===== config.mk =====
export PLATFORM = sky130hd
export DESIGN_NAME = taus_urng_bank_flat
export DESIGN_NICKNAME = d
export VERILOG_FILES = /design/src/rtl/taus_urng_bank_if.sv /design/src/rtl/taus_urng_bank.sv /design/src/flat_wrapper.sv
export SDC_FILE = /design/constraint.sdc
export NUM_CORES = 1
export LEC_CHECK = 0
export ABC_CLOCK_PERIOD_IN_PS = 7700
export BUFFER_PORTS_ARGS = -buffer_cell sky130_fd_sc_hd__buf_4
export CAP_MARGIN = 40
export CORE_UTILIZATION = 39
export CTS_CLUSTER_SIZE = 8
export DETAILED_ROUTE_END_ITERATION = 10
export PLACE_DENSITY = 0.57
export SYNTH_ARGS = -nofsm -noshare
export SYNTH_HDL_FRONTEND = slang
export SYNTH_SLANG_ARGS = --single-unit
export TNS_END_PERCENT = 5

===== constraint.sdc =====
create_clock -name iClk -period 7.7 [get_ports iClk]
set_input_delay 0 -clock iClk [delete_from_list [all_inputs] [get_ports iClk]]
set_output_delay 0 -clock iClk [all_outputs]
set_load 0.02 [all_outputs]

===== src/rtl/taus_urng_bank_if.sv =====
// Control and data bundle for the Tausworthe RNG bank: advance enable, seed
// write port, per-channel outputs and status flags.
interface taus_urng_bank_if #(
  parameter int NUM_CH = 2
);
  logic                  iEn;
  logic                  iSeed_wr;
  logic [3:0]            iSeed_ch;
  logic [1:0]            iSeed_sel;
  logic [31:0]           iSeed_data;
  logic [32*NUM_CH-1:0]  oTaus;
  logic                  oValid;
  logic                  oSeed_err;

  modport master (
    output iEn, iSeed_wr, iSeed_ch, iSeed_sel, iSeed_data,
    input  oTaus, oValid, oSeed_err
  );

  modport slave (
    input  iEn, iSeed_wr, iSeed_ch, iSeed_sel, iSeed_data,
    output oTaus, oValid, oSeed_err
  );
endinterface


===== src/rtl/taus_urng_bank.sv =====
// Bank of NUM_CH independent taus88 uniform generators with runtime seed
// loading, seed sanitisation and a warm-up phase that gates oValid.
//
// state   | meaning
// --------+-------------------------------------------------------------
// ST_WARM | discarding enabled steps until warm_cnt reaches zero
// ST_RUN  | outputs are post-warm-up, oValid asserted
module taus_urng_bank #(
  parameter int          NUM_CH       = 2,
  parameter int          WARMUP_CYC   = 16,
  parameter logic [31:0] DEFAULT_SEED = 32'd12345
) (
  input  logic            iClk,
  input  logic            iRst,
  taus_urng_bank_if.slave bus
);

  localparam int CNT_W = (WARMUP_CYC > 0) ? $clog2(WARMUP_CYC + 1) : 1;
  localparam logic [CNT_W-1:0] CNT_INIT = CNT_W'(WARMUP_CYC);

  typedef enum logic {ST_WARM, ST_RUN} state_e;

  // Smallest legal value per component; lower seeds would lock the LFSR
  // into a degenerate sequence.
  function automatic logic [31:0] comp_min(input int k);
    case (k)
      0:       return 32'd2;
      1:       return 32'd8;
      default: return 32'd16;
    endcase
  endfunction

  function automatic logic [31:0] sanitise(input logic [31:0] v, input int k);
    return (v < comp_min(k)) ? comp_min(k) : v;
  endfunction

  function automatic logic [31:0] step_comp(input logic [31:0] s, input int k);
    case (k)
      0:       return ((s & 32'hFFFFFFFE) << 12) ^ (((s << 13) ^ s) >> 19);
      1:       return ((s & 32'hFFFFFFF8) << 4)  ^ (((s << 2)  ^ s) >> 25);
      default: return ((s & 32'hFFFFFFF0) << 17) ^ (((s << 3)  ^ s) >> 11);
    endcase
  endfunction

  logic [31:0]          s_q [NUM_CH][3];
  logic [31:0]          s_d [NUM_CH][3];
  state_e               state_q, state_d;
  logic [CNT_W-1:0]     warm_cnt_q, warm_cnt_d;
  logic                 seed_err_q, seed_err_d;
  logic                 valid_wr;
  logic [32*NUM_CH-1:0] taus;

  // Decode the seed write and compute per-component next state; a valid
  // write freezes every component of the target channel for that cycle.
  always_comb begin
    valid_wr   = bus.iSeed_wr && ({1'b0, bus.iSeed_ch} < 5'(NUM_CH)) &&
                 (bus.iSeed_sel != 2'd3);
    seed_err_d = bus.iSeed_wr && !valid_wr;
    for (int c = 0; c < NUM_CH; c++) begin
      for (int k = 0; k < 3; k++) begin
        s_d[c][k] = s_q[c][k];
        if (valid_wr && (bus.iSeed_ch == 4'(c))) begin
          if (bus.iSeed_sel == 2'(k)) s_d[c][k] = sanitise(bus.iSeed_data, k);
        end else if (bus.iEn) begin
          s_d[c][k] = step_comp(s_q[c][k], k);
        end
      end
    end
  end

  // Warm-up FSM: valid writes restart warm-up, enabled steps count it down.
  always_comb begin
    state_d    = state_q;
    warm_cnt_d = warm_cnt_q;
    if (valid_wr) begin
      state_d    = ST_WARM;
      warm_cnt_d = CNT_INIT;
    end else if (state_q == ST_WARM) begin
      if (warm_cnt_q == '0) begin
        state_d = ST_RUN;
      end else if (bus.iEn) begin
        warm_cnt_d = warm_cnt_q - CNT_W'(1);
      end
    end
  end

  // State registers; reset reloads the sanitised default seeds.
  always_ff @(posedge iClk) begin
    if (!iRst) begin
      for (int c = 0; c < NUM_CH; c++) begin
        for (int k = 0; k < 3; k++) begin
          s_q[c][k] <= sanitise(DEFAULT_SEED + 32'(3 * c + k), k);
        end
      end
      state_q    <= ST_WARM;
      warm_cnt_q <= CNT_INIT;
      seed_err_q <= 1'b0;
    end else begin
      s_q        <= s_d;
      state_q    <= state_d;
      warm_cnt_q <= warm_cnt_d;
      seed_err_q <= seed_err_d;
    end
  end

  // Channel outputs straight from the state registers.
  always_comb begin
    taus = '0;
    for (int c = 0; c < NUM_CH; c++) begin
      taus[32*c +: 32] = s_q[c][0] ^ s_q[c][1] ^ s_q[c][2];
    end
  end

  assign bus.oTaus     = taus;
  assign bus.oValid    = (state_q == ST_RUN);
  assign bus.oSeed_err = seed_err_q;

endmodule


===== src/flat_wrapper.sv =====
// flat-port wrapper written by rule: the top's interface ports become plain ports
module taus_urng_bank_flat 
#(
  parameter int          NUM_CH       = 2,
  parameter int          WARMUP_CYC   = 16,
  parameter logic [31:0] DEFAULT_SEED = 32'd12345
)
  (iClk, iRst, bus_iEn, bus_iSeed_wr, bus_iSeed_ch, bus_iSeed_sel, bus_iSeed_data, bus_oTaus, bus_oValid, bus_oSeed_err);
  taus_urng_bank_if #(.NUM_CH(NUM_CH)) bus_i ();
  input  logic iClk;
  input  logic iRst;
  input wire logic [$bits(bus_i.iEn)-1:0] bus_iEn;
  input wire logic [$bits(bus_i.iSeed_wr)-1:0] bus_iSeed_wr;
  input wire logic [$bits(bus_i.iSeed_ch)-1:0] bus_iSeed_ch;
  input wire logic [$bits(bus_i.iSeed_sel)-1:0] bus_iSeed_sel;
  input wire logic [$bits(bus_i.iSeed_data)-1:0] bus_iSeed_data;
  output wire logic [$bits(bus_i.oTaus)-1:0] bus_oTaus;
  output wire logic [$bits(bus_i.oValid)-1:0] bus_oValid;
  output wire logic [$bits(bus_i.oSeed_err)-1:0] bus_oSeed_err;
  assign bus_i.iEn = bus_iEn;
  assign bus_i.iSeed_wr = bus_iSeed_wr;
  assign bus_i.iSeed_ch = bus_iSeed_ch;
  assign bus_i.iSeed_sel = bus_iSeed_sel;
  assign bus_i.iSeed_data = bus_iSeed_data;
  assign bus_oTaus = bus_i.oTaus;
  assign bus_oValid = bus_i.oValid;
  assign bus_oSeed_err = bus_i.oSeed_err;
  taus_urng_bank #(.NUM_CH(NUM_CH), .WARMUP_CYC(WARMUP_CYC), .DEFAULT_SEED(DEFAULT_SEED)) u_core (.iClk(iClk), .iRst(iRst), .bus(bus_i));
endmodule

## After elaboration in Yosys (flattened, before gate mapping)

Cells that the tools add are included.

- Register bits after elaboration: 199
- Input bits: 42
- Output and inout bits: 66
- Word-level logic and storage cells: 116

- $add $sub $neg: 1
- $lt $le $gt $ge: 13
- Eq/ne operators: 12
- Mux-type cells: 45
- Bitwise gates (word level): 19
- Reductions and logical operators: 17

Operator list:

| cell | number |
|---|---|
| $mux 32 | 36 |
| $xor 32x32->32 | 10 |
| $lt 14x32->1 const A | 6 |
| $lt 32x32->1 | 6 |
| $mux 192 | 1 |
| $mux 14 | 6 |
| $xor 32x13->32 | 2 |
| $xor 32x21->32 | 2 |
| $xor 32x7->32 | 2 |
| $ne 3x3->1 const B | 5 |
| $reduce_and 2->1 | 6 |
| $ne 3x1->1 const B | 2 |
| $logic_and 1x1->1 | 5 |
| $logic_not 5->1 | 1 |
| $sub 5x1->5 const B | 1 |
| $eq 4x1->1 const B | 1 |
| $logic_not 4->1 | 1 |
| $lt 4x2->1 const B | 1 |
| $ne 3x2->1 const B | 1 |
| $not 1->1 | 3 |
| $reduce_and 3->1 | 1 |
| $eq 2x1->1 const B | 1 |
| $eq 2x2->1 const B | 1 |
| $logic_not 2->1 | 1 |
| other kinds (4) | 5 |

## Logic depth before layout (Yosys ltp)

Gate-level depths: netlist (run 1).

- Word-level depth: 10
- Depth in mapped cells: 6
- Depth with buffers taken out: 6

## Worst setup path after synthesis (run 1)

OpenSTA, ideal clock, no wires.

- Path kind: input port to flip-flop
- Start: input port bus_iSeed_ch[1]
- End: register u_core.s_q[160] in the netlist's numbering, enable pin
- Library setup time: 0.470 ns
- Data arrival time: 3.388 ns
- Data required time: 7.230 ns
- Slack: 3.842 ns
- Cell stages on the path: 5
- Buffers on the path: 2
- Cell sequence: nor4b_4 > nand2_1 > buf_2 > buf_2 > o31ai_1

- Word-level cells in the longest chain between the ends: 6
- Elaborated cells on any way between the ends: 8
- Those cells by class: order compare (1); eq/ne (2); reduce/logical (5)

RTL lines:

| item | line | RTL |
|---|---|---|
| from (decl) | flat_wrapper.sv:14 | `input wire logic [$bits(bus_i.iSeed_ch)-1:0] bus_iSeed_ch;` |
| $lt 4x2->1 | taus_urng_bank.sv:56 | `valid_wr = bus.iSeed_wr && ({1'b0, bus.iSeed_ch} < 5'(NUM_CH)) &&` |
| $logic_and 1x1->1 (2 in series) | taus_urng_bank.sv:56 |  |
| $logic_and 1x1->1 * | taus_urng_bank.sv:62 | `if (valid_wr && (bus.iSeed_ch == 4'(c))) begin` |
| $ne 3x3->1 (no line) or $ne 3x1->1 (tied branches) | -- |  |
| $reduce_and 2->1 (no line) * | -- |  |
| to (signal, indexed assignment) | taus_urng_bank.sv:92 | `s_q[c][k] <= sanitise(DEFAULT_SEED + 32'(3 * c + k), k);` |
| to (decl) | taus_urng_bank.sv:45 | `logic [31:0] s_q [NUM_CH][3];` |

Every way passes the cells marked *; elsewhere a longest branch is shown, timed or not.
A chain may end at the register's enable or synchronous reset.

## Worst setup path after layout (run 1)

- Start: input port bus_iSeed_wr
- End: register u_core.s_q[110] in the netlist's numbering, enable pin

- Word-level cells in the longest chain between the ends: 5
- Elaborated cells on any way between the ends: 6
- Those cells by class: eq/ne (2); reduce/logical (4)

RTL lines:

| item | line | RTL |
|---|---|---|
| from (decl) | flat_wrapper.sv:13 | `input wire logic [$bits(bus_i.iSeed_wr)-1:0] bus_iSeed_wr;` |
| $logic_and 1x1->1 * (2 in series) | taus_urng_bank.sv:56 |  |
| $logic_and 1x1->1 * | taus_urng_bank.sv:62 |  |
| $ne 3x3->1 (no line) or $ne 3x1->1 (tied branches) | -- |  |
| $reduce_and 2->1 (no line) * | -- |  |

Marked as above.

==> metrics.sh, run 1 <==
GRT_START_MAX_NET_PINS=88
SYNTH_CELL_TYPE_COUNT=43
GR-USAGE-ALL-LAYERS=0.2461
OUTCOME='finished clean'
DRT_ITER0_MARKERS=937
FINALSETUPVIOLCOUNT=0
REG2REG_SETUP_SLACK_NS=5.93
DP_HPWL_UM=23700
NUM_IO_PINS=108
RSZ0062_AT_GRT='no'
CP_SLOWEST_CELL='a21oi_1'
WORST_RELATIVE_SLEW_SLACK=0.5161
SYNTH_TOP_AREA_SHARE=0.5559
LAYOUT-DRIVE-GT1-SHARE=0.1557
CP_DATA_REQUIRED_TIME_NS=7.89
LAYOUT.NETS=1097
FINALHOLDVIOLCOUNT=0
CAP_VIOL_MAX_COUNT=0
CTS_NUM_SINKS=199
CP.BUFFERS_INVERTERS=3
SYNTH.NET_COUNT=1002
SYNTH-WARNING-COUNT=0
SYNTHESIS.AREA_PER_INSTANCE_UM2=10.81
DEEPEST_CLOCK_PATH_BUFFER_COUNT=2
POWER_PER_CELL_AREA_nW_PER_UM2=266.0
PEAKVDDDROP_uV=131.2
DIE-AREA_UM2=27250
PLACEABLECOREAREA_UM2=26060
TYPE_OF_THE_SETUP_PATH_WITH_THE_LEAST_SLACK='in -> reg'
MOSTFREQUENTLAYOUTCELL='edfxtp_1'
WORSTPATHMAXFANOUT=31
TIMING.FINAL.CRIT_SHARE=0.3303
YOSYS.AREA.TOP_TYPE='edfxtp_1'
FINCLKSKEW_NS=0.01277
CLK_PIN_SLEW_NS=0.07
FINALHOLDWORSTSLACK_NS=0.001475
CLOCK_LATENCY_NS=0.45
SYNTH_SEQUENTIAL_AREA_RATIO=0.5694
STD_CELL_ROWS=59
SYNTH.AREA.TOP_CELLS='edfxtp_1 56%, xnor2_1 15%, a21oi_1 7.4%'
ROUTED_WIRE_LENGTH_PER_INSTANCE_UM=23.39
CLOCKROOTBUFFER='clkbuf_16'
MAPPEDNETLISTAREA_UM2=10370
TOP_LIBRARY_CELLS_BY_USAGE_IN_THE_LAYOUT_FILL_AND_TAPS_ASIDE='192 x edfxtp_1, 183 x nand2_1, 174 x xnor2_1'
SYNTH_TOP_FLOP_CELL='edfxtp_1'
LAYOUT_MIN_CYCLE_TIME_NS=2.543
TIGHTEST_HOLD_CHECK_TYPE='in -> reg'
P_LEAK_nW=4.535
GRT_PASS1_VIAS=7497
DIE-WIDTH_UM=165.1
BUFFER_PORTS.INSERTED=107
DETAIL-ROUTE-ANTENNA-NETS=0
DR_TOTAL_VIAS=7810
GLOBALROUTEMET3UTIL=0.04595
SYNTHCELLS=959
PLACER_CONGESTION=0.8299
MET2_USAGE=0.3528
N_FILL_CELL=2441
SLOWEST_DELAY_NS=0.64
GRT_REMAINING_OVERFLOW=0
ANTENNA_FOUND_INITIAL=2
DRC_ERRORS=0
CRIT_FAMILY='compound AO/OA/AOI/OAI gates'
YS_SEQ_ELEMENTS=199
GR-USAGE-MET1=0.3741
DR.PASS1.ITERS=5
CTS_BUFFERS=17
GLOBALROUTE.BUSIESTLAYER='met1'
CP.ARRIVAL_NS=2.73
ASYNCSETRESETFLOPFRACSYNTH=0
AREAGROWTHSYNTHTOFINISH_PCT=18.51
TIMING_WORST_SLEW_PIN_VALUE_NS=0.7258
TRITONCTS='done'
SYNTH_ENABLE_FLOP_CELLS=192
CLOCK_TREE.HTREE_LEVEL_COUNT=4
TIMING.SETUP.TNS_NS=0
DIE_HEIGHT_UM=165.1
REGAREA_UM2=5906
CTS_POST_SETUP_BUFFERS_INSERTED=0
MAX_FREQ_GHz=0.3932
TIMING.CRITICAL_PATH.CELLS='dlygate4sd3_1 -> buf_4 -> nor4b_4 -> nand2_4 -> a21oi_1 -> o21ai_4 -> buf_16'
CRITPATHCAPTURETYPE='flop'
WIRELENGTH_UM=32790
TIMING.CRITICAL_PATH.FROM_TYPE='primary input'
VIAS_PER_CELL=5.571
AREA_OF_THE_MULTI_INPUT_GATES_UM2=4314
GRT_FIRST_PASS_WIRELENGTH_UM=47720
DRV_SLEW=0
FLOORPLAN.INITIALDENSITY=0.3980
-- per-stage QoR --
step,cell area (um2),std cells,power (mW),setup slack [ns],util
finish,12290,1402,3.270,5.157,0.4716
global route,12290,1401,3.394,4.983,0.4716
CTS,12280,1400,3.273,5.147,0.4712
detailed placement,11650,1362,2.405,4.779,0.4469
global placement,11520,1357,2.395,4.686,0.4419
floorplan,10370,959,2.019,3.842,-
-- final cells by class --
type                    instances  share of cell area
diodes                          1           0.0002036
repair buffers                127             0.08674
multi-input cells             704              0.3510
clock buffers                  17             0.03461
well taps                     335             0.03410
inverters                       5            0.001731
flip-flops and latches        199              0.4805
clock inverters                14             0.01110
-- cells by family (layout without fill, tap and decap cells) --
kind of cell,after synthesis,in the layout,synth area share
other cells,0,1,0
simple gates,269,269,0.1106
flops,199,199,0.5694
fa+ha+maj,1,1,0.001206
mux,1,1,0.001086
compound gates,220,220,0.1147
buf+inv,56,163,0.02304
xor+xnor,213,213,0.1799
-- metal layers --
metal,part of all wire,routed length (um)
met4,0.017,553
met1,0.46,14930
met3,0.089,2933
met5,0,0
met2,0.44,14370
-- sequential cells by signal, summed over array words and instances (netlist names) --
name,count
u_core.bus.oSeed_err,1
u_core.bus.oValid,1
u_core.s_q,192
u_core.warm_cnt_q,5
-- power by group --
group	switching, mW	internal, mW
Combinational	0.474	0.401
Sequential	0.160	1.35
Clock	0.453	0.430
Total	1.09	2.18
-- worst reg2reg max path: stages (launching register included) --
cell,delay [ns]
dfxtp_1,0.34
inv_1,0.06
ha_1,0.18
or4b_2,0.65
and2_1,0.21
a211oi_1,0.25
-- path summary, 6_finish.rpt --
path,start,end,cells past startpoint
worst max-delay path,bus_iSeed_wr,u_core.s_q[110],7
worst min-delay path,bus_iSeed_data[7],u_core.s_q[135],3
worst max register to register,u_core.warm_cnt_q[0],u_core.warm_cnt_q[1],5
worst min register to register,u_core.warm_cnt_q[4],u_core.warm_cnt_q[4],1
-- cells in the mapped netlist (all sizes together), types with 4 or more instances --
master,instances
a21oi,154
a32oi,4
and3,4
buf,15
clkbuf,36
dfxtp,7
edfxtp,192
inv,5
nand2,184
nand2b,4
nand3,8
nor2,48
o21ai,38
o221ai,7
o32ai,5
or4,6
xnor2,174
xor2,39
-- what timing repair did --
| action | 4_1_cts | 5_1_grt |
|---|---|---|
| hold buffers | 7 | 1 |
| resized for setup | 0 | 0 |
| endpoints found under the hold margin | 13 | 1 |
(Power assumes the default switching activity.)
==> inputs of run 2 (changes only) <==
--- a/config.mk
+++ b/config.mk
@@ -5,13 +5,14 @@
 export SDC_FILE = /design/constraint.sdc
 export NUM_CORES = 1
 export LEC_CHECK = 0
-export ABC_CLOCK_PERIOD_IN_PS = 7700
+export ABC_AREA = 1
+export ABC_CLOCK_PERIOD_IN_PS = 2100
 export BUFFER_PORTS_ARGS = -buffer_cell sky130_fd_sc_hd__buf_4
 export CAP_MARGIN = 40
 export CORE_UTILIZATION = 39
 export CTS_CLUSTER_SIZE = 8
 export DETAILED_ROUTE_END_ITERATION = 10
-export PLACE_DENSITY = 0.57
+export PLACE_DENSITY = 0.59
 export SYNTH_ARGS = -nofsm -noshare
 export SYNTH_HDL_FRONTEND = slang
 export SYNTH_SLANG_ARGS = --single-unit
==> constraint.sdc (replaced) <==
create_clock -name iClk -period 2.1 [get_ports iClk]
set_input_delay 0 -clock iClk [delete_from_list [all_inputs] [get_ports iClk]]
set_output_delay 0 -clock iClk [all_outputs]
set_load 0.02 [all_outputs]
==> run 2 against run 1 <==
Net effect:
- clock skew is 0.00073 ns higher
- core utilization is 0.095 points higher
- first-iteration DRC count is 3.0% lower
- critical endpoint is now u_core.s_q[183]
- setup slack got worse by 4.8 ns
- clock power increased to 3.7 times the previous value
- total power grew to 3.7 times the previous value
- wire length is 1.8% higher
- critical path type unchanged
- combinational power increased to 3.9 times the previous value
==> metrics.sh, run 2 <==
DETAIL-ROUTE-ANTENNA-NETS=0  # unchanged
STD_CELL_ROWS=60  # +1.7%
WL_MET3_UM=2405  # -18%
WORSTPATHMAXFANOUT=76  # +150%
YS_SEQ_ELEMENTS=199  # unchanged
CP.ARRIVAL_NS=1.91  # -0.82 ns
DR_TOTAL_VIAS=8078  # +3.4%
ANTENNA_FOUND_INITIAL=0  # -2
DRC_ERRORS=0  # unchanged
GRT_REMAINING_OVERFLOW=0  # unchanged
FINALHOLDVIOLCOUNT=0  # unchanged
DRV_SLEW=0  # unchanged
LARGEST_REGISTER_FF_COUNT=192  # unchanged
LAYOUT.NETS=1210  # +10%
SYNTH_CELL_TYPE_COUNT=26  # -40%
CTS_NUM_SINKS=199  # unchanged
TIMING.CRITICAL_PATH.FROM_TYPE='primary input'
CRITPATHCAPTURETYPE='flop'
CLOCKROOTBUFFER='clkbuf_16'
TRITONCTS='done'
CTS_BUFFERS=17  # unchanged
ASYNCSETRESETFLOPFRACSYNTH=0  # unchanged
GR-USAGE-ALL-LAYERS=0.2423  # -0.003837
POST-ROUTE-CELL-AREA_UM2=12670  # +3.1%
NUM_IO_PINS=108  # unchanged
SYNTH_TOP_FLOP_CELL='edfxtp_1'
BUFFER_PORTS.INSERTED=107  # unchanged
GRT_PASS1_VIAS=7909  # +5.5%
WIRELENGTH_UM=33380  # +1.8%
AREAGROWTHSYNTHTOFINISH_PCT=19.26
P_LEAK_nW=5.074  # +12%
REGMOSTFLOPS='u_core.s_q'
PLACER_CONGESTION=0.8815  # +6.2%
DP_HPWL_UM=23810  # +0.45%
MAPPEDNETLISTAREA_UM2=10620  # +2.4%
FINALWORSTSETUPSLACK_NS=0.3165  # -4.840 ns
POSTPLACECELLAREA_UM2=11880  # +2.0%
LAYOUT_MIN_CYCLE_TIME_NS=1.783
GRT_FIRST_PASS_WIRELENGTH_UM=49570  # +3.9%
FINCLKSKEW_NS=0.01350  # +0.0007319 ns
MET1_LENGTH_UM=13850  # -7.2%
POSTCTSRESIZEDCELLS=0  # unchanged
YOSYS.CELL_COUNT.TOP_TYPE='nand2_1'
CTS.HOLD.BUFFERS_ADDED=21  # +14
NUMBER_OF_DIODES_ADDED_FOR_ANTENNA_FIXING=0  # -1
ROUTED-WL-MET2_UM=16010  # +11%
CLOCK_TREE.HTREE_LEVEL_COUNT=4  # unchanged
DIE-AREA_UM2=27900  # +2.4%
DR.PASS1.ITERS=5  # unchanged
SYNTH.NET_COUNT=1097  # +9.5%
MAX_FREQ_GHz=0.5607
MOSTFREQUENTLAYOUTCELL='nand2_1'
VIAS_PER_CELL=5.311  # -4.7%
SYNTH.AREA.TOP_CELLS='edfxtp_1 54%, xnor2_1 12%, nand2_1 7.5%'
CLK_PIN_SLEW_NS=0.08  # about the same
SYNTHESIS.AREA_PER_INSTANCE_UM2=10.08  # -6.8%
ROUTED_WIRE_LENGTH_PER_INSTANCE_UM=21.94  # -6.2%
CAP_VIOL_MAX_COUNT=0  # unchanged
DIE-WIDTH_UM=167.0  # +1.2%
SYNTH_ENABLE_FLOP_CELLS=192  # unchanged
DEEPEST_CLOCK_PATH_BUFFER_COUNT=2  # unchanged
TIMING.FINAL.CRIT_SHARE=0.8493
DRT_ITER0_MARKERS=909  # -3.0%
TIGHTEST_HOLD_CHECK_TYPE='in -> reg'
SYNTHCELLS=1054  # +9.9%
LAYOUT-DRIVE-GT1-SHARE=0.1500  # -0.005722
CLOCK_LATENCY_NS=0.44  # about the same
FLOORPLAN.INITIALDENSITY=0.3963  # -0.001728
SYNTH-WARNING-COUNT=0  # unchanged
SYNTH_TOP_AREA_SHARE=0.5429  # -0.01303
GRT_START_MAX_NET_PINS=87  # -1.1%
SYNTH_SEQUENTIAL_AREA_RATIO=0.5561  # -0.01335
PEAKVDDDROP_uV=493.6  # +280%
TIMING_WORST_SLEW_PIN_VALUE_NS=0.5858  # -0.1400 ns
CP_DATA_REQUIRED_TIME_NS=2.23  # -5.66 ns
TOP_LIBRARY_CELLS_BY_USAGE_IN_THE_LAYOUT_FILL_AND_TAPS_ASIDE='211 x nand2_1, 192 x edfxtp_1, 146 x xnor2_1'
WORST_RELATIVE_SLEW_SLACK=0.6095  # +0.09332
CTS_POST_SETUP_BUFFERS_INSERTED=0  # unchanged
TOP_LAYER_USED='met4'
YOSYS.AREA.TOP_TYPE='edfxtp_1'
COMMONEST_CELLS_POST_SYNTH='211 x nand2_1, 192 x edfxtp_1, 146 x xnor2_1, 116 x a21oi_1, 94 x nor2_1'
POWER_PER_CELL_AREA_nW_PER_UM2=966.0  # +260%
OUTCOME='finished clean'
LARGESTREGISTERS='u_core.s_q x192, u_core.warm_cnt_q x5'
PRE_CTS_WS_NS=0.4168  # -4.362 ns
RSZ0062_AT_GRT='no'
N_FILL_CELL=2499  # +2.4%
LAYOUT.CORE_UTILIZATION=0.4726  # +0.0009490
FINALSETUPVIOLCOUNT=0  # unchanged
TYPE_OF_THE_SETUP_PATH_WITH_THE_LEAST_SLACK='in -> reg'
DIE_HEIGHT_UM=167.0  # +1.2%
PLACEABLECOREAREA_UM2=26800  # +2.8%
run 2: cell count changes in the layout (fill, tap and decap cells not counted), moves of 28 or more:
cell,previous run,this run
o21ai_0,34,64
inv_1,4,52
a21oi_1,154,116
nor2_1,47,94
nand2_1,183,211
xnor2_1,174,146
run 2: logic make-up (layout without fill, tap and decap cells):
group                    count (synthesis)  in the layout  synth area share
AND/OR/NAND/NOR                        339            339            0.1255
buffers and inverters                  106            232           0.04606
XOR/XNOR                               204            204            0.1682
adder cells (fa/ha/maj)                  1              1          0.001178
AO/OA/AOI/OAI                          205            205            0.1030
flip-flops                             199            199            0.5561
run 2: area by class of cell:
class | count | area, um2 | area share
Clock inverter | 14 | 142.6 | 0.01126
Timing Repair Buffer | 144 | 1271 | 0.1004
Sequential cell | 199 | 5906 | 0.4663
Clock buffer | 18 | 429.2 | 0.03388
Tap cell | 341 | 426.7 | 0.03369
Inverter | 56 | 212.7 | 0.01679
Multi-Input combinational cell | 749 | 4278 | 0.3377
run 2: routing by layer:
metal  track usage  vias to the layer above
li1              -                     3749
met1        0.3175                     3900
met2        0.4008                      372
met3       0.04206                       57
met4       0.09018                        0
met5             0                        -
run 2: per-stage QoR:
| stage | hold slack [ns] | power [mW] | TNS (ns) | instances |
|---|---|---|---|---|
| after floorplan | 0.1495 | 7.470 | -85.63 | 1054 |
| after global placement | 0.2498 | 8.963 | 0 | 1468 |
| after detailed placement | 0.2495 | 8.979 | 0 | 1468 |
| after CTS | 0.001382 | 12.26 | 0 | 1521 |
| after global routing | 0.008812 | 12.68 | 0 | 1521 |
| final | 0.009615 | 12.24 | 0 | 1521 |
run 2: report_power, final:
group,internal (mW),switching [mW]
logic,1.50,1.89
clock network,1.68,1.63
registers,4.97,0.562
total,8.15,4.09
run 2: path summary, 6_finish.rpt:
check,startpoint,to,slack [ns],depth (start not counted)
setup / recovery,bus_iSeed_wr,u_core.s_q[183],0.32,11
hold / removal,bus_iSeed_data[6],u_core.s_q[166],0.01,3
setup reg to reg,u_core.warm_cnt_q[0],u_core.warm_cnt_q[1],0.59,9
hold reg to reg,u_core.warm_cnt_q[4],u_core.warm_cnt_q[4],0.46,2
run 2: critical path: stages:
cell	delay [ns]
dlygate4sd3_1	0.54
buf_4	0.13
inv_1	0.07
nor2_2	0.04
nand3_2	0.06
inv_2	0.06
nand2_4	0.07
buf_12	0.31
nand2_1	0.22
o21ai_2	0.13
buf_12	0.24
==> inputs of run 3 (changes only) <==
--- a/config.mk
+++ b/config.mk
@@ -6,13 +6,13 @@
 export NUM_CORES = 1
 export LEC_CHECK = 0
 export ABC_AREA = 1
-export ABC_CLOCK_PERIOD_IN_PS = 2100
+export ABC_CLOCK_PERIOD_IN_PS = 1700
 export BUFFER_PORTS_ARGS = -buffer_cell sky130_fd_sc_hd__buf_4
 export CAP_MARGIN = 40
 export CORE_UTILIZATION = 39
 export CTS_CLUSTER_SIZE = 8
 export DETAILED_ROUTE_END_ITERATION = 10
-export PLACE_DENSITY = 0.59
+export PLACE_DENSITY = 0.57
 export SYNTH_ARGS = -nofsm -noshare
 export SYNTH_HDL_FRONTEND = slang
 export SYNTH_SLANG_ARGS = --single-unit
==> constraint.sdc (replaced) <==
create_clock -name iClk -period 1.7 [get_ports iClk]
set_input_delay 0 -clock iClk [delete_from_list [all_inputs] [get_ports iClk]]
set_output_delay 0 -clock iClk [all_outputs]
set_load 0.02 [all_outputs]
==> run 3 against run 2 <==
Net effect:
- non-clock buffer count up 11
- flip-flop and latch count unchanged
- clock-buffer cell count down 1
- critical path type is now reg -> out
==> metrics.sh, run 3 (synthesis results as in run 2) <==
OUTCOME='finished clean'
FINALNONFILLERCELLS=1532  # +0.72%
DIE_HEIGHT_UM=167.0  # unchanged
FLOORPLAN.INITIALDENSITY=0.3963  # unchanged
TOP_LIBRARY_CELLS_BY_USAGE_IN_THE_LAYOUT_FILL_AND_TAPS_ASIDE='211 x nand2_1, 192 x edfxtp_1, 146 x xnor2_1'
SLOWEST_DELAY_NS=0.57  # +0.03 ns
ROUTED_WIRE_LENGTH_PER_INSTANCE_UM=21.96  # about the same
LAYOUT.CORE_UTILIZATION=0.4787  # +0.006115
FINALHOLDVIOLCOUNT=0  # unchanged
FINALSETUPVIOLCOUNT=0  # unchanged
ANTENNA_FOUND_INITIAL=0  # unchanged
GRT_REMAINING_OVERFLOW=0  # unchanged
GRT_FIRST_PASS_WIRELENGTH_UM=49980  # +0.82%
DP_HPWL_UM=24430  # +2.6%
CAP_VIOL_MAX_COUNT=0  # unchanged
WORST_RELATIVE_SLEW_SLACK=0.5241  # -0.08541
CTS_NUM_SINKS=199  # unchanged
TYPE_OF_THE_SETUP_PATH_WITH_THE_LEAST_SLACK='reg -> out'
POWER_PER_CELL_AREA_nW_PER_UM2=1199  # +24%
R2R_PATH_START='u_core.warm_cnt_q[0]'
REGMOSTFLOPS='u_core.s_q'
TIMING.CRITICAL_PATH.FROM_TYPE='flop'
BUFFER_PORTS.INSERTED=107  # unchanged
PLACEABLECOREAREA_UM2=26800  # unchanged
WORST_HOLD_STARTPOINT='bus_iSeed_data[19]'
WORST-PATH-STAGES=3  # -8
CTS_BUFFERS=17  # unchanged
CRIT_START='u_core.s_q[153]'
TIMING.SETUP.TNS_NS=0  # unchanged
NUMBER_OF_DIODES_ADDED_FOR_ANTENNA_FIXING=0  # unchanged
PATH_DEPTH_OF_THE_WORST_REG2REG_PATH=9  # unchanged
TIMING_WORST_SLEW_PIN_VALUE_NS=0.7139  # +0.1281 ns
GRT_PASS1_VIAS=7932  # +0.29%
CLOCKROOTBUFFER='clkbuf_16'
LARGEST_REGISTER_FF_COUNT=192  # unchanged
DR_TOTAL_VIAS=8173  # +1.2%
WIRELENGTH_UM=33650  # +0.81%
N_FILL_CELL=2515  # +0.64%
REGAREA_UM2=5906  # unchanged
GRT_START_MAX_NET_PINS=64  # -26%
RSZ0062_AT_GRT='no'
CP_DATA_REQUIRED_TIME_NS=1.70  # -0.53 ns
CRIT_TOP_CELL='xnor2_1'
CTS_POST_SETUP_BUFFERS_INSERTED=0  # unchanged
DEEPEST_CLOCK_PATH_BUFFER_COUNT=2  # unchanged
END_POINT_OF_THE_CRITICAL_PATH='bus_oTaus[25]'
P_LEAK_nW=5.165  # +1.8%
LAYOUT.NETS=1221  # +0.91%
PLACED_CELLS_INCL_TAPS=1476  # +0.54%
CRITPATHCAPTURETYPE='primary output'
CP.BUFFERS_INVERTERS=1  # -5
TIGHTEST_HOLD_CHECK_TYPE='in -> reg'
DRC_ERRORS=0  # unchanged
TRITONCTS='done'
LAYOUT-DRIVE-GT1-SHARE=0.1579  # +0.007851
AREA_OF_THE_MULTI_INPUT_GATES_UM2=4283  # +0.12%
PEAKVDDDROP_uV=577.6  # +17%
FINALHOLDWORSTSLACK_NS=0.01207  # +0.002457 ns
TIMING.FINAL.CRIT_SHARE=0.9519
TIMING.CRITICAL_PATH.CELLS='xnor2_1 -> xnor2_1 -> buf_4'
LAYOUT_MIN_CYCLE_TIME_NS=1.618
REG2REG_SETUP_SLACK_NS=0.26  # -0.33 ns
GR-USAGE-ALL-LAYERS=0.2457  # +0.003360
DRV_SLEW=0  # unchanged
AREAGROWTHSYNTHTOFINISH_PCT=20.81
CP.ARRIVAL_NS=1.62  # -0.29 ns
LARGESTREGISTERS='u_core.s_q x192, u_core.warm_cnt_q x5'
R2R_END='u_core.warm_cnt_q[1]'
MOSTFREQUENTLAYOUTCELL='nand2_1'
FINCLKSKEW_NS=0.01134  # -0.002163 ns
DR.PASS1.ITERS=6  # +1
DRT_ITER0_MARKERS=849  # -6.6%
NUM_IO_PINS=108  # unchanged
VIAS_PER_CELL=5.335  # +0.45%
CLOCK_LATENCY_NS=0.44  # about the same
CP_SLOWEST_CELL='edfxtp_1'
DETAIL-ROUTE-ANTENNA-NETS=0  # unchanged
CRIT_FAMILY='flip-flops'
STD_CELL_ROWS=60  # unchanged
CLOCK_TREE.HTREE_LEVEL_COUNT=4  # unchanged
POWER.TOTAL_mW=15.39  # +26%
DIE-WIDTH_UM=167.0  # unchanged
MAX_FREQ_GHz=0.6180
DIE-AREA_UM2=27900  # unchanged
CLK_PIN_SLEW_NS=0.08  # about the same
WORSTPATHMAXFANOUT=4  # -95%
PLACER_CONGESTION=0.8506  # -3.5%
-- run 3: changes by cell type in the layout (fill, tap and decap cells not counted), moves of 2 or more --
cell and delta:
clkinv_4 -2, bufinv_16 +2, clkinv_2 +2, inv_6 +2, buf_12 +2, dlygate4sd3_1 +3, buf_4 +6
-- run 3: per-layer routing --
metal  share of wire  routed length (um)  up-vias  track usage
met5               0                   0        -            0
met1            0.42               14230     3989       0.3323
li1                -                   -     3776            -
met3           0.060                2034       53      0.03184
met4           0.030                1008        0      0.08052
met2            0.49               16380      355       0.4073
-- run 3: worst min path at each step --
stage                           end  slack (ns)  depth (start not counted)
3_3_place_gp   u_core.bus.oSeed_err        0.26                          3
6_report            u_core.s_q[179]        0.01                          3
4_1_cts             u_core.s_q[115]       0.001                          3
5_1_grt              u_core.s_q[51]       0.009                          3
2_1_floorplan  u_core.bus.oSeed_err        0.15                          2
3_5_place_dp   u_core.bus.oSeed_err        0.25                          3
-- run 3: cell type report --
class | instances | area share
multi-input combinational | 749 | 0.3338
clock inverter | 15 | 0.01482
tap | 341 | 0.03326
sequential | 199 | 0.4603
clock buffer | 17 | 0.03316
inverter | 56 | 0.01658
timing repair buffer | 155 | 0.1081
-- run 3: worst register-to-register path: cells and delay by family, from the launching register on --
kind / cells / cell delay, ns
adders and majority gates: 1 / 0.21
AOI/OAI and AO/OA: 2 / 0.22
buffers and inverters: 3 / 0.26
DFF: 1 / 0.31
and+or+nand+nor: 3 / 0.34
-- run 3: per-stage QoR --
stage                     cell area [um2]  worst slack, ns
after floorplan                     10640          -0.2531
after global placement              11970           0.2234
after detailed placement            11970           0.2219
after CTS                           12820          0.07884
after global routing                12830         0.003024
final                               12830          0.08185
-- run 3: where the power goes --
| group | switching [mW] | total, mW | internal [mW] | leakage, nW |
|---|---|---|---|---|
| Clock | 1.99 | 4.35 | 2.36 | 0.305 |
| Combinational | 2.34 | 4.21 | 1.87 | 2.78 |
| Sequential | 0.683 | 6.83 | 6.14 | 2.08 |
| Total | 5.01 | 15.4 | 10.4 | 5.17 |
-- run 3: timing repair --
| item | 4_1_cts | 5_1_grt |
|---|---|---|
| hold buffers | 24 | 0 |
| setup endpoints to repair | 0 | 1 |
| endpoints found under the hold margin | 80 | 0 |
| resized for setup | 0 | 1 |
